### config.mk
export PLATFORM = sky130hd
export DESIGN_NAME = bus_interconnect
export DESIGN_NICKNAME = d
export VERILOG_FILES = /design/src/rtl/bus_interconnect.sv
export SDC_FILE = /design/constraint.sdc
export NUM_CORES = 1
export LEC_CHECK = 0
export ABC_CLOCK_PERIOD_IN_PS = 8900
export BUFFER_PORTS_ARGS = -buffer_cell sky130_fd_sc_hd__clkbuf_2
export CAP_MARGIN = 20
export CORE_AREA = 10 10 309 311
export DETAILED_ROUTE_END_ITERATION = 6
export DIE_AREA = 0 0 319 321
export PLACE_DENSITY = 0.41
export SLEW_MARGIN = 20
export SYNTH_ARGS = -nofsm -noshare
export SYNTH_HDL_FRONTEND = slang
export SYNTH_SLANG_ARGS = --single-unit
### constraint.sdc
create_clock -name clk -period 8.9 [get_ports clk]
set_clock_uncertainty 0.1 [all_clocks]
set_input_delay 1.78 -clock clk [delete_from_list [all_inputs] [get_ports clk]]
set_output_delay 1.78 -clock clk [all_outputs]
set_load 0.01 [all_outputs]
### src/rtl/bus_interconnect.sv
// bus_interconnect: N-master / M-slave shared-bus interconnect.
//   Round-robin arbitration with one transaction in flight. The granted master's request is
//   latched in IDLE, decoded against per-slave base/mask pairs (lowest matching slave wins) and
//   presented to the selected slave until its ready. Unmapped addresses complete at once with
//   an error. All s_* outputs are zero outside ACCESS and all m_* outputs are zero outside DONE,
//   so they can be OR-combined with other bus segments.
// Optional feature (macro BUS_TIMEOUT_EN): an ACCESS that sees no s_ready on its
//   TIMEOUT_CYCLES-th cycle completes with an error and zero data. Without the macro ACCESS
//   waits indefinitely and TIMEOUT_CYCLES has no effect.
// Ports:
//   clk, reset                      clock, asynchronous active-high reset
//   m_address/m_read/m_write/
//   m_write_mask/m_write_value      per-master request and payload (lane i = master i)
//   m_read_value/m_ready/m_error    per-master completion (one-cycle pulse)
//   s_address/s_read/s_write/
//   s_write_mask/s_write_value      shared slave request, driven only in ACCESS
//   s_sel                           one-hot slave select
//   s_read_value/s_ready            per-slave response (lane j = slave j)
module bus_interconnect #(
    parameter int unsigned NUM_MASTERS    = 2,
    parameter int unsigned NUM_SLAVES     = 4,
    parameter int unsigned ADDR_W         = 64,
    parameter int unsigned DATA_W         = 64,
    parameter int unsigned MASK_W         = DATA_W / 8,
    parameter logic [NUM_SLAVES*ADDR_W-1:0] SLAVE_BASE =
        {64'h3_0000, 64'h2_0000, 64'h1_0000, 64'h0},
    parameter logic [NUM_SLAVES*ADDR_W-1:0] SLAVE_MASK =
        {~64'hF, ~64'hF, ~64'h3, ~64'hFFFF},
    parameter int unsigned TIMEOUT_CYCLES = 16
) (
    input  logic                          clk,
    input  logic                          reset,
    input  logic [NUM_MASTERS*ADDR_W-1:0] m_address,
    input  logic [NUM_MASTERS-1:0]        m_read,
    input  logic [NUM_MASTERS-1:0]        m_write,
    input  logic [NUM_MASTERS*MASK_W-1:0] m_write_mask,
    input  logic [NUM_MASTERS*DATA_W-1:0] m_write_value,
    output logic [NUM_MASTERS*DATA_W-1:0] m_read_value,
    output logic [NUM_MASTERS-1:0]        m_ready,
    output logic [NUM_MASTERS-1:0]        m_error,
    output logic [ADDR_W-1:0]             s_address,
    output logic                          s_read,
    output logic                          s_write,
    output logic [MASK_W-1:0]             s_write_mask,
    output logic [DATA_W-1:0]             s_write_value,
    output logic [NUM_SLAVES-1:0]         s_sel,
    input  logic [NUM_SLAVES*DATA_W-1:0]  s_read_value,
    input  logic [NUM_SLAVES-1:0]         s_ready
);

    localparam int unsigned MIDX_W = (NUM_MASTERS > 1) ? $clog2(NUM_MASTERS) : 1;
    localparam int unsigned SIDX_W = (NUM_SLAVES > 1) ? $clog2(NUM_SLAVES) : 1;

    typedef enum logic [1:0] {StIdle, StAccess, StDone} state_e;

    state_e              state_q, state_d;
    logic [MIDX_W-1:0]   gnt_q, gnt_d;
    logic [MIDX_W-1:0]   rr_q, rr_d;
    logic [SIDX_W-1:0]   sidx_q, sidx_d;
    logic [ADDR_W-1:0]   addr_q, addr_d;
    logic                read_q, read_d;
    logic                write_q, write_d;
    logic [MASK_W-1:0]   mask_q, mask_d;
    logic [DATA_W-1:0]   wdata_q, wdata_d;
    logic [DATA_W-1:0]   rdata_q, rdata_d;
    logic                err_q, err_d;

    // Arbitration, payload mux and decode (only consumed in IDLE)
    logic [NUM_MASTERS-1:0] req;
    logic                   gnt_valid;
    logic [MIDX_W-1:0]      gnt_idx;
    logic [MIDX_W-1:0]      cand_idx;
    int unsigned            cand;
    logic [ADDR_W-1:0]      sel_addr;
    logic                   sel_read, sel_write;
    logic [MASK_W-1:0]      sel_mask;
    logic [DATA_W-1:0]      sel_wdata;
    logic                   hit;
    logic [SIDX_W-1:0]      hit_idx;
    // Response of the currently selected slave
    logic                   cur_ready;
    logic [DATA_W-1:0]      cur_rdata;

    always_comb begin
        req       = m_read | m_write;
        gnt_valid = 1'b0;
        gnt_idx   = '0;
        cand      = 0;
        cand_idx  = '0;
        // Scan upward from rr_q with wrap; first requester wins
        for (int unsigned i = 0; i < NUM_MASTERS; i++) begin
            cand     = (32'(rr_q) + i) % NUM_MASTERS;
            cand_idx = MIDX_W'(cand);
            if (!gnt_valid && req[cand_idx]) begin
                gnt_valid = 1'b1;
                gnt_idx   = cand_idx;
            end
        end

        sel_addr  = '0;
        sel_read  = 1'b0;
        sel_write = 1'b0;
        sel_mask  = '0;
        sel_wdata = '0;
        for (int i = 0; i < int'(NUM_MASTERS); i++) begin
            if (MIDX_W'(i) == gnt_idx) begin
                sel_addr  = m_address[i*ADDR_W +: ADDR_W];
                sel_read  = m_read[i];
                sel_write = m_write[i];
                sel_mask  = m_write_mask[i*MASK_W +: MASK_W];
                sel_wdata = m_write_value[i*DATA_W +: DATA_W];
            end
        end

        // Descending scan so the lowest matching slave index is the one left standing
        hit     = 1'b0;
        hit_idx = '0;
        for (int s = int'(NUM_SLAVES) - 1; s >= 0; s--) begin
            if ((sel_addr & SLAVE_MASK[s*ADDR_W +: ADDR_W]) == SLAVE_BASE[s*ADDR_W +: ADDR_W]) begin
                hit     = 1'b1;
                hit_idx = SIDX_W'(s);
            end
        end

        cur_ready = 1'b0;
        cur_rdata = '0;
        for (int s = 0; s < int'(NUM_SLAVES); s++) begin
            if (SIDX_W'(s) == sidx_q) begin
                cur_ready = s_ready[s];
                cur_rdata = s_read_value[s*DATA_W +: DATA_W];
            end
        end
    end

`ifdef BUS_TIMEOUT_EN
    localparam int unsigned CNT_W = $clog2(TIMEOUT_CYCLES + 1);
    logic [CNT_W-1:0] cnt_q, cnt_d;
    logic             timeout;

    // Counter is zero on the first ACCESS cycle and counts ACCESS cycles elapsed
    assign cnt_d   = (state_q == StAccess) ? cnt_q + 1'b1 : '0;
    assign timeout = (cnt_q == CNT_W'(TIMEOUT_CYCLES - 1));

    always_ff @(posedge clk or posedge reset) begin
        if (reset) cnt_q <= '0;
        else       cnt_q <= cnt_d;
    end
`else
    logic unused_timeout_cfg;
    assign unused_timeout_cfg = (TIMEOUT_CYCLES == 0);
`endif

    // State register
    always_ff @(posedge clk or posedge reset) begin
        if (reset) begin
            state_q <= StIdle;
            gnt_q   <= '0;
            rr_q    <= '0;
            sidx_q  <= '0;
            addr_q  <= '0;
            read_q  <= 1'b0;
            write_q <= 1'b0;
            mask_q  <= '0;
            wdata_q <= '0;
            rdata_q <= '0;
            err_q   <= 1'b0;
        end else begin
            state_q <= state_d;
            gnt_q   <= gnt_d;
            rr_q    <= rr_d;
            sidx_q  <= sidx_d;
            addr_q  <= addr_d;
            read_q  <= read_d;
            write_q <= write_d;
            mask_q  <= mask_d;
            wdata_q <= wdata_d;
            rdata_q <= rdata_d;
            err_q   <= err_d;
        end
    end

    // Next-state logic
    always_comb begin
        state_d = state_q;
        gnt_d   = gnt_q;
        rr_d    = rr_q;
        sidx_d  = sidx_q;
        addr_d  = addr_q;
        read_d  = read_q;
        write_d = write_q;
        mask_d  = mask_q;
        wdata_d = wdata_q;
        rdata_d = rdata_q;
        err_d   = err_q;
        unique case (state_q)
            StIdle: begin
                if (gnt_valid) begin
                    gnt_d   = gnt_idx;
                    addr_d  = sel_addr;
                    // Read+write together is a write
                    read_d  = sel_read & ~sel_write;
                    write_d = sel_write;
                    mask_d  = sel_mask;
                    wdata_d = sel_wdata;
                    rdata_d = '0;
                    sidx_d  = hit_idx;
                    err_d   = ~hit;
                    state_d = hit ? StAccess : StDone;
                end
            end
            StAccess: begin
                if (cur_ready) begin
                    rdata_d = write_q ? '0 : cur_rdata;
                    err_d   = 1'b0;
                    state_d = StDone;
                end
`ifdef BUS_TIMEOUT_EN
                else if (timeout) begin
                    rdata_d = '0;
                    err_d   = 1'b1;
                    state_d = StDone;
                end
`endif
            end
            StDone: begin
                rr_d    = (gnt_q == MIDX_W'(NUM_MASTERS - 1)) ? '0 : gnt_q + 1'b1;
                state_d = StIdle;
            end
            default: state_d = StIdle;
        endcase
    end

    // Outputs
    always_comb begin
        s_address     = '0;
        s_read        = 1'b0;
        s_write       = 1'b0;
        s_write_mask  = '0;
        s_write_value = '0;
        s_sel         = '0;
        m_read_value  = '0;
        m_ready       = '0;
        m_error       = '0;
        if (state_q == StAccess) begin
            s_address     = addr_q;
            s_read        = read_q;
            s_write       = write_q;
            s_write_mask  = mask_q;
            s_write_value = wdata_q;
            for (int s = 0; s < int'(NUM_SLAVES); s++) begin
                if (SIDX_W'(s) == sidx_q) s_sel[s] = 1'b1;
            end
        end
        if (state_q == StDone) begin
            for (int i = 0; i < int'(NUM_MASTERS); i++) begin
                if (MIDX_W'(i) == gnt_q) begin
                    m_ready[i]                      = 1'b1;
                    m_error[i]                      = err_q;
                    m_read_value[i*DATA_W +: DATA_W] = rdata_q;
                end
            end
        end
    end

endmodule
**After elaboration in Yosys (flattened, before gate mapping)**

Index checks and enable logic that the tools add are counted.

- Memories: 0
- Word-level logic and storage cells: 98
- Bits of input ports: 538
- Memory bits (read-only): 0
- Register bits after elaboration: 209
- RAM bits: 0
- Bits in latches: 0

- Reduce and logical (&&, ||, !) cells: 9
- Multipliers: 0
- $lt $le $gt $ge: 2
- Bitwise gates (word level): 4
- Shift operators: 0
- Equality and inequality tests: 10
- Divide/modulo/power cells: 0
- Muxes and demuxes: 60
- $add $sub $neg: 2

Operators with widths:

| kind | count |
|---|---|
| $mux 64 | 13 |
| $mux 128 | 1 |
| $pmux 64 s2 | 1 |
| $eq 60x14->1 const B | 2 |
| $logic_not 64->1 | 1 |
| $eq 62x15->1 const B | 1 |
| $mux 1 | 31 |
| $mux 2 | 9 |
| $mux 8 | 2 |
| $eq 2x2->1 const A | 2 |
| $logic_not 2->1 | 2 |
| $lt 1x2->1 const B | 2 |
| $mux 4 | 1 |
| $ne 2x2->1 const B | 2 |
| $pmux 2 s2 | 1 |
| $reduce_and 2->1 | 2 |
| $reduce_and 3->1 | 1 |
| $add 1x1->1 const B | 2 |
| $eq 1x2->1 const A | 1 |
| $eq 2x1->1 const B | 1 |
| $eq 2x2->1 const B | 1 |
| $not 1->1 | 2 |
| $or 2x2->2 | 1 |
| $pmux 1 s2 | 1 |
| other kinds (4) | 4 |

**Depth between registers and ports, before layout**

Gate-level depths: netlist of the first run.

- Word-level depth: 16
- Mapped depth: 8
- Gate-level depth less buffers: 5

**Worst setup path after synthesis of the first run**

OpenSTA, ideal clock, no wires.

- Path kind: input -> register
- Start: in m_write[1]
- End: reg sidx_q[0]
- Stages on the path: 6
- Required time: 8.696 ns
- Library setup time: 0.104 ns
- Arrival time: 3.120 ns
- Setup slack: 5.576 ns
- Cell sequence: or2_1 > and2_4 > buf_6 > or3_4 > and2_4 > o41ai_2

- Longest elaborated chain between the ends: 13

RTL lines:

| item | line | source |
|---|---|---|
| from (decl) | 35 | `input logic [NUM_MASTERS-1:0] m_write,` |
| $or 2x2->2 * | 85 | `req = m_read \| m_write;` |
| $mux 1 (implied by the code) (2 in series) | 94 | `if (!gnt_valid && req[cand_idx]) begin` |
| $mux 1 | 94 |  |
| $logic_not 1->1 | 94 |  |
| $logic_and 1x1->1 | 94 |  |
| $mux 1 | 94 |  |
| $mux 64 | 106 | `if (MIDX_W'(i) == gnt_idx) begin` |
| $eq 60x14->1 | 119 | `if ((sel_addr & SLAVE_MASK[s*ADDR_W +: ADDR_W]) == SLAVE_BASE[s*ADDR_W +: ADDR_W]) begin` |
| $mux 2 (4 in series) | 119 |  |
| to (signal assigned) | 171 | `sidx_q <= sidx_d;` |
| to (decl) | 59 | `logic [SIDX_W-1:0] sidx_q, sidx_d;` |

Every way passes the cells marked *; elsewhere a longest branch is shown, timed or not. The select of a mux whose other input is x is not followed.
A chain may end at the register's enable or synchronous reset.

**Worst setup path after layout of the first run**

- Start: reg state_q[0]
- End: out s_write_value[37]

- Longest elaborated chain between the ends: 2

RTL lines:

| item | line | source |
|---|---|---|
| from (decl) | 56 | `state_e state_q, state_d;` |
| from (signal assigned) | 156 | `state_q <= StIdle;` |
| from (signal assigned) | 168 | `state_q <= state_d;` |
| $eq 2x1->1 | 244 | `if (state_q == StAccess) begin` |
| $mux 64 | 244 |  |
| to (decl) | 45 | `output logic [DATA_W-1:0] s_write_value,` |

Every way passes these cells.

==> impl_metrics.ini, run 1 <==
[status]
status = complete, no violations

[synth]
syn_nets = 2049
synth-edff-count = 0
netlist_area_um2 = 12700
synthMuxAreaShare_pct = 11.6
synth_cells = 1511
synth-async-reset-ratio_pct = 100
synth-xor-area-share_pct = 0
synth_top_area_share_pct = 41.2
yosysWarnings = 0
synth-compound-area-share_pct = 8.28
seq_area_frac_synth_pct = 41.2
synth_top_family_by_area = simple AND/OR/NAND/NOR gates
synth_ff_type = dfrtp_1
ys_ff_latch = 209
synth.area.top_cells = dfrtp_1 (41%), and2_1 (13%), nand2_1 (12%)
ys_types = 39
synth-simple-area-share_pct = 35.0
yosys.area.top_type = dfrtp_1
synth.avg_cell_area_um2 = 8.41
synth_fa_ha_area_share_pct = 0

[finish]
fillers = 10204
instances_no_fill = 3448
layout-drive-gt1-share_pct = 42.1
finalCoreUtilization_pct = 21.2
area_delta_synth_final_pct = 49.1
final_cell_area_um2 = 18900
fin_nets = 2783

[floorplan]
rows = 110
start_util_pct = 14.2
die_x_um = 319
dieArea_um2 = 102000
die_y_um = 321
core-area_um2 = 89300
ios = 812

[timing]
tightest_slew_ps = 1010
layout_setup_ws_ps = 3920
rsz0062_at_grt = false
finalHoldViolCount = 0
max_freq_ghz = 0.201
final-setup-viol-count = 0
fin_crit_ps = 4980
period_share_pct = 56.0
setup_tns_ps = 0
max-slew-margin-rel_pct = 32.7
whs_ps = 381
slew_viol_final = 0

[placed_design]
place_inst = 3390
place_area_um2 = 18000
port_buffers = 811
dp_slack_ps = 4370
place.gp.congestion = 0.839
hpwl_um = 60300

[power_and_ir_drop]
total_power_mw = 3.55
p_int_mw = 2.28
power_density_nw_per_um2 = 188
swShare_pct = 35.7
ir_worst_vdd_mv = 0.134
p_sw_mw = 1.27
p_leak_nw = 9.51
p_comb_share_pct = 26.5
pwr-share-clk_pct = 34.1
seqPwrFrac_pct = 39.4

[drt]
drt-total-wl_um = 75100
remaining_drc_errors = 0
ant_nets = 0
dr_total_vias = 14002
post_drt_via_cell_ratio = 4.06
wl_per_cell_um = 21.8
dr.pass1.iters = 7
drtIter0Drc = 858

[global_route]
antenna_found_initial = 19
grt_start_max_net_pins = 198
track_usage_pct = 13.8
grt_pass1_wl_um = 107000
grt-ovfl-total = 0
first_global_vias = 14643

[clock_network]
postCtsResizedCells = 0
clk_latency_ps = 580
cts_tree = done
cts_buffers = 29
clockBufferDepth = 3
htreeDepth = 1
postCtsHoldBufs = 0
cts_sinks = 209
clk_pin_slew_ps = 60
post_cts_buffers = 0
cts_root_buf = clkbuf_16

[worst_hold_path]
hp-class = flop to flop

[run]
cap_violations = 0

[setup_path]
critPathMaxFanout = 99
critPathMostFrequentCell = buf_4
path_class = flop to output port
cp_slowest_stage_delay_ps = 710
cp_cell_sequence = nor2b_4 -> buf_4 -> buf_4 -> and2_1 -> clkbuf_2
path_buf_inv = 3
cp_top_family = buffers and inverters
worstPathRequired_ps = 7020
critPathLaunchType = flop
cp.arrival_ps = 3100
end_kind = output port
cpMaxStageDelayCell = buf_4
-- routing by layer --
metal,part of all wire [%],vias to the layer above,GRT usage [%]
met5,0.12,-,0
met4,2.0,16,3.21
met3,8.8,69,4.13
met2,49,627,23.9
met1,40,6687,16.6
li1,-,6603,-
-- power groups by stage --
stage	logic (mW)	registers (mW)	clock network, mW
after floorplan	0.615	1.32	0
after global placement	0.952	1.43	0
after detailed placement	0.958	1.42	0
after CTS	0.958	1.41	1.25
after global routing	1.07	1.43	1.29
final	0.942	1.40	1.21
-- path summary, 6_finish.rpt --
path                       slack (ps)                    start                 endpoint  depth (start not counted)
setup / recovery                 3920   state_q[0]$_DFFE_PP0P_        s_write_value[37]                          5
hold / removal                    380  rdata_q[55]$_DFFE_PP0P_  rdata_q[55]$_DFFE_PP0P_                          2
setup reg to reg                 5560    sidx_q[1]$_DFFE_PP0P_  rdata_q[62]$_DFFE_PP0P_                          7
hold reg to reg                   380  rdata_q[55]$_DFFE_PP0P_  rdata_q[55]$_DFFE_PP0P_                          2
max in group asynchronous        5940                    reset    sidx_q[1]$_DFFE_PP0P_                          3
min in group asynchronous        1250                    reset  wdata_q[25]$_DFFE_PP0P_                          2
-- cells in the mapped netlist, drive strengths merged, types with 4 or more instances --
library cell / number
a21oi: 5
a31oi: 137
and2: 271
buf: 19
clkbuf: 107
dfrtp: 209
mux4: 65
nand2: 407
nand3: 66
nand4: 6
nor2: 150
nor3: 6
nor4: 26
o21ai: 4
-- tightest hold or removal path, cell delays in order (launching register included) --
cell and delay [ps]:
dfrtp_1 340, nand2_1 50, nand2_1 60
-- layout by cell type (no fill, tap or decap), types with 2 or more instances in the layout --
cell       Yosys  final
a21o_1         3      2
a21oi_1        4      4
a221oi_1       2      2
a31oi_1      137    137
and2_1       269    269
and2_4         2      2
and3_1         3      3
buf_12         0      2
buf_4          0     16
bufinv_16      0      3
clkbuf_1     107      8
clkbuf_16      0     29
clkbuf_2       0    811
clkbuf_8       0      5
clkinv_2       0      7
dfrtp_1      209    207
dfrtp_4        0      2
diode_2        0      5
inv_1          3      2
mux4_2        65     65
nand2_1      407    406
nand2b_1       3      3
nand3_1       66     66
nand4_1        6      6
nor2_1       150    147
nor2_4         0      3
nor3_1         6      5
nor4_1        26     26
o211ai_1       2      2
o21ai_0        3      3
o41ai_2        2      2
or2_1          2      2
or3_1          2      2
-- cell families after synthesis --
family | after synthesis
flip-flops | 209
AO/OA/AOI/OAI | 162
buffers and inverters | 129
multiplexers | 66
AND/OR/NAND/NOR | 945
-- sequential cells by signal, summed over array words and instances, names as in the netlist, 2 cells and up --
register / cells
rdata_q: 64
sidx_q: 2
mask_q: 8
wdata_q: 64
addr_q: 64
state_q: 2
-- final cells by class --
cell class                 count  area [um^2]  area share (%)
clock buffer                  42          825            4.36
antenna                        5         12.5          0.0661
sequential                   209         5240            27.7
multi-input combinational   1173         7020            37.1
clock inverter                11          134           0.707
inverter                       3         18.8          0.0991
tap                         1176         1470            7.77
timing repair buffer         829         4220            22.3
Note: power is estimated with default switching activity, not from simulation.
==> inputs of run 2 (changes only) <==
ABC_CLOCK_PERIOD_IN_PS = 4700   (was 8900)
clock period = 4.7 ns   (was 8.9 ns; I/O delays follow)
==> run 2 against run 1 <==
Routed wire length rose by 1.2%. Critical path type unchanged. Clock-buffer cell count rose by 3. Non-clock buffer count rose by 11. Sequential share of layout area fell by 0.24 points. Clock power rose by 83%. Flip-flop and latch count did not move. First-iteration DRC count fell by 13%. Die area did not move. Power rose by 86%. Sequential power rose by 85%. Final area rose by 0.89%. Highest routed layer unchanged.
==> impl_metrics.ini, run 2 (synthesis results as in run 1) <==
[status]
status = complete, no violations

[clock_network]
cts_sinks = 209
cts_buffers = 28
cts_root_buf = clkbuf_16
postCtsResizedCells = 0
post_cts_buffers = 0
postCtsHoldBufs = 0
clockBufferDepth = 3
clk_latency_ps = 580
cts_tree = done
htreeDepth = 1
clk_pin_slew_ps = 50

[power_and_ir_drop]
ir_worst_vdd_mv = 0.240
total_power_mw = 6.62
power_density_nw_per_um2 = 346
p_leak_nw = 9.56

[placed_design]
hpwl_um = 61500
dp_slack_ps = 1260
place.gp.congestion = 0.835
port_buffers = 811

[floorplan]
core-area_um2 = 89300
rows = 110
start_util_pct = 14.2
dieArea_um2 = 102000
ios = 812
die_x_um = 319
die_y_um = 321

[run]
cap_violations = 0

[global_route]
first_global_vias = 14813
track_usage_pct = 14.0
grt_start_max_net_pins = 170
antenna_found_initial = 15
grt_pass1_wl_um = 108000
grt-ovfl-total = 0

[timing]
max_freq_ghz = 0.282
setup_tns_ps = 0
period_share_pct = 75.6
finalHoldViolCount = 0
layout_setup_ws_ps = 1150
fin_crit_ps = 3550
max-slew-margin-rel_pct = 30.6
final-setup-viol-count = 0
rsz0062_at_grt = false
tightest_slew_ps = 1040
slew_viol_final = 0

[drt]
dr.pass1.iters = 5
drt-total-wl_um = 76000
drtIter0Drc = 750
dr_total_vias = 14021
remaining_drc_errors = 0
post_drt_via_cell_ratio = 4.05
wl_per_cell_um = 22.0
ant_nets = 0

[setup_path]
startpoint = state_q[1]$_DFFE_PP0P_
path_class = flop to output port
critPathLaunchType = flop
crit_end = m_read_value[58]
r2r_end = sidx_q[0]$_DFFE_PP0P_
worst-r2r-setup-slack_ps = 1970
rr_startpoint = rr_q$_DFFE_PP0P_
cp.arrival_ps = 2510
worstPathRequired_ps = 3660
critPathMaxFanout = 64
cpMaxStageDelayCell = dfrtp_1
r2r_cells = 5
cp_cell_sequence = nand2b_1 -> nor2_4 -> buf_4 -> and2_1 -> clkbuf_2
cp_slowest_stage_delay_ps = 540
end_kind = output port

[finish]
largest_registers = addr_q: 64 flops, rdata_q: 64 flops, wdata_q: 64 flops
fin_nets = 2793
fillers = 10104
final_cell_mix = clkbuf_2 (811), nand2_1 (406), and2_1 (269), dfrtp_1 (207), nor2_1 (147)
final_common_cell = clkbuf_2
area_delta_synth_final_pct = 50.4
layout-drive-gt1-share_pct = 42.3

[worst_hold_path]
hp-class = flop to flop
==> run 2: cell type report <==
type	instances	area (um^2)	share of cell area, %
diodes	8	20.0	0.105
clock buffers	45	845	4.42
clock inverters	5	88.8	0.465
inverters	3	15.0	0.0786
multi-input cells	1173	7020	36.8
flip-flops and latches	209	5240	27.4
well taps	1176	1470	7.70
repair buffers	840	4400	23.0
==> run 2: where the power goes <==
part | internal (mW) | switching, mW | total (mW)
clock | 1.33 | 0.891 | 2.22
combinational | 0.669 | 1.14 | 1.81
sequential | 2.31 | 0.279 | 2.59
==> run 2: metrics by stage <==
step / instances / hold slack [ps] / util (%) / area [um^2]
final: 3459 / 374 / 21.4 / 19100
after global routing: 3457 / 409 / 21.4 / 19100
after CTS: 3451 / 384 / 21.4 / 19100
after detailed placement: 3401 / 371 / 20.3 / 18100
after global placement: 3401 / 365 / 20.3 / 18100
after floorplan: 1511 / 342 / - / 12700
==> run 2: worst min path at each step <==
stage                                       from                      to  cells after the start
after floorplan           addr_q[17]$_DFFE_PP0P_  addr_q[17]$_DFFE_PP0P_                      2
after global placement    addr_q[17]$_DFFE_PP0P_  addr_q[17]$_DFFE_PP0P_                      2
after detailed placement  addr_q[17]$_DFFE_PP0P_  addr_q[17]$_DFFE_PP0P_                      2
after CTS                 addr_q[17]$_DFFE_PP0P_  addr_q[17]$_DFFE_PP0P_                      2
after global routing      addr_q[17]$_DFFE_PP0P_  addr_q[17]$_DFFE_PP0P_                      2
final                     addr_q[17]$_DFFE_PP0P_  addr_q[17]$_DFFE_PP0P_                      2
==> run 2: metal layers <==
layer,GRT usage [%],vias to the layer above,wire length [um]
met2,23.5,606,36300
met1,17.2,6738,31700
met5,0,-,26
met4,3.91,4,1520
met3,4.09,58,6420
li1,-,6615,-
==> run 2: worst max-delay path, delay by kind of cell, from the launching register on <==
family / cells / cell delay [ps]
and+or+nand+nor: 3 / 690
DFF: 1 / 540
buffers and inverters: 2 / 630
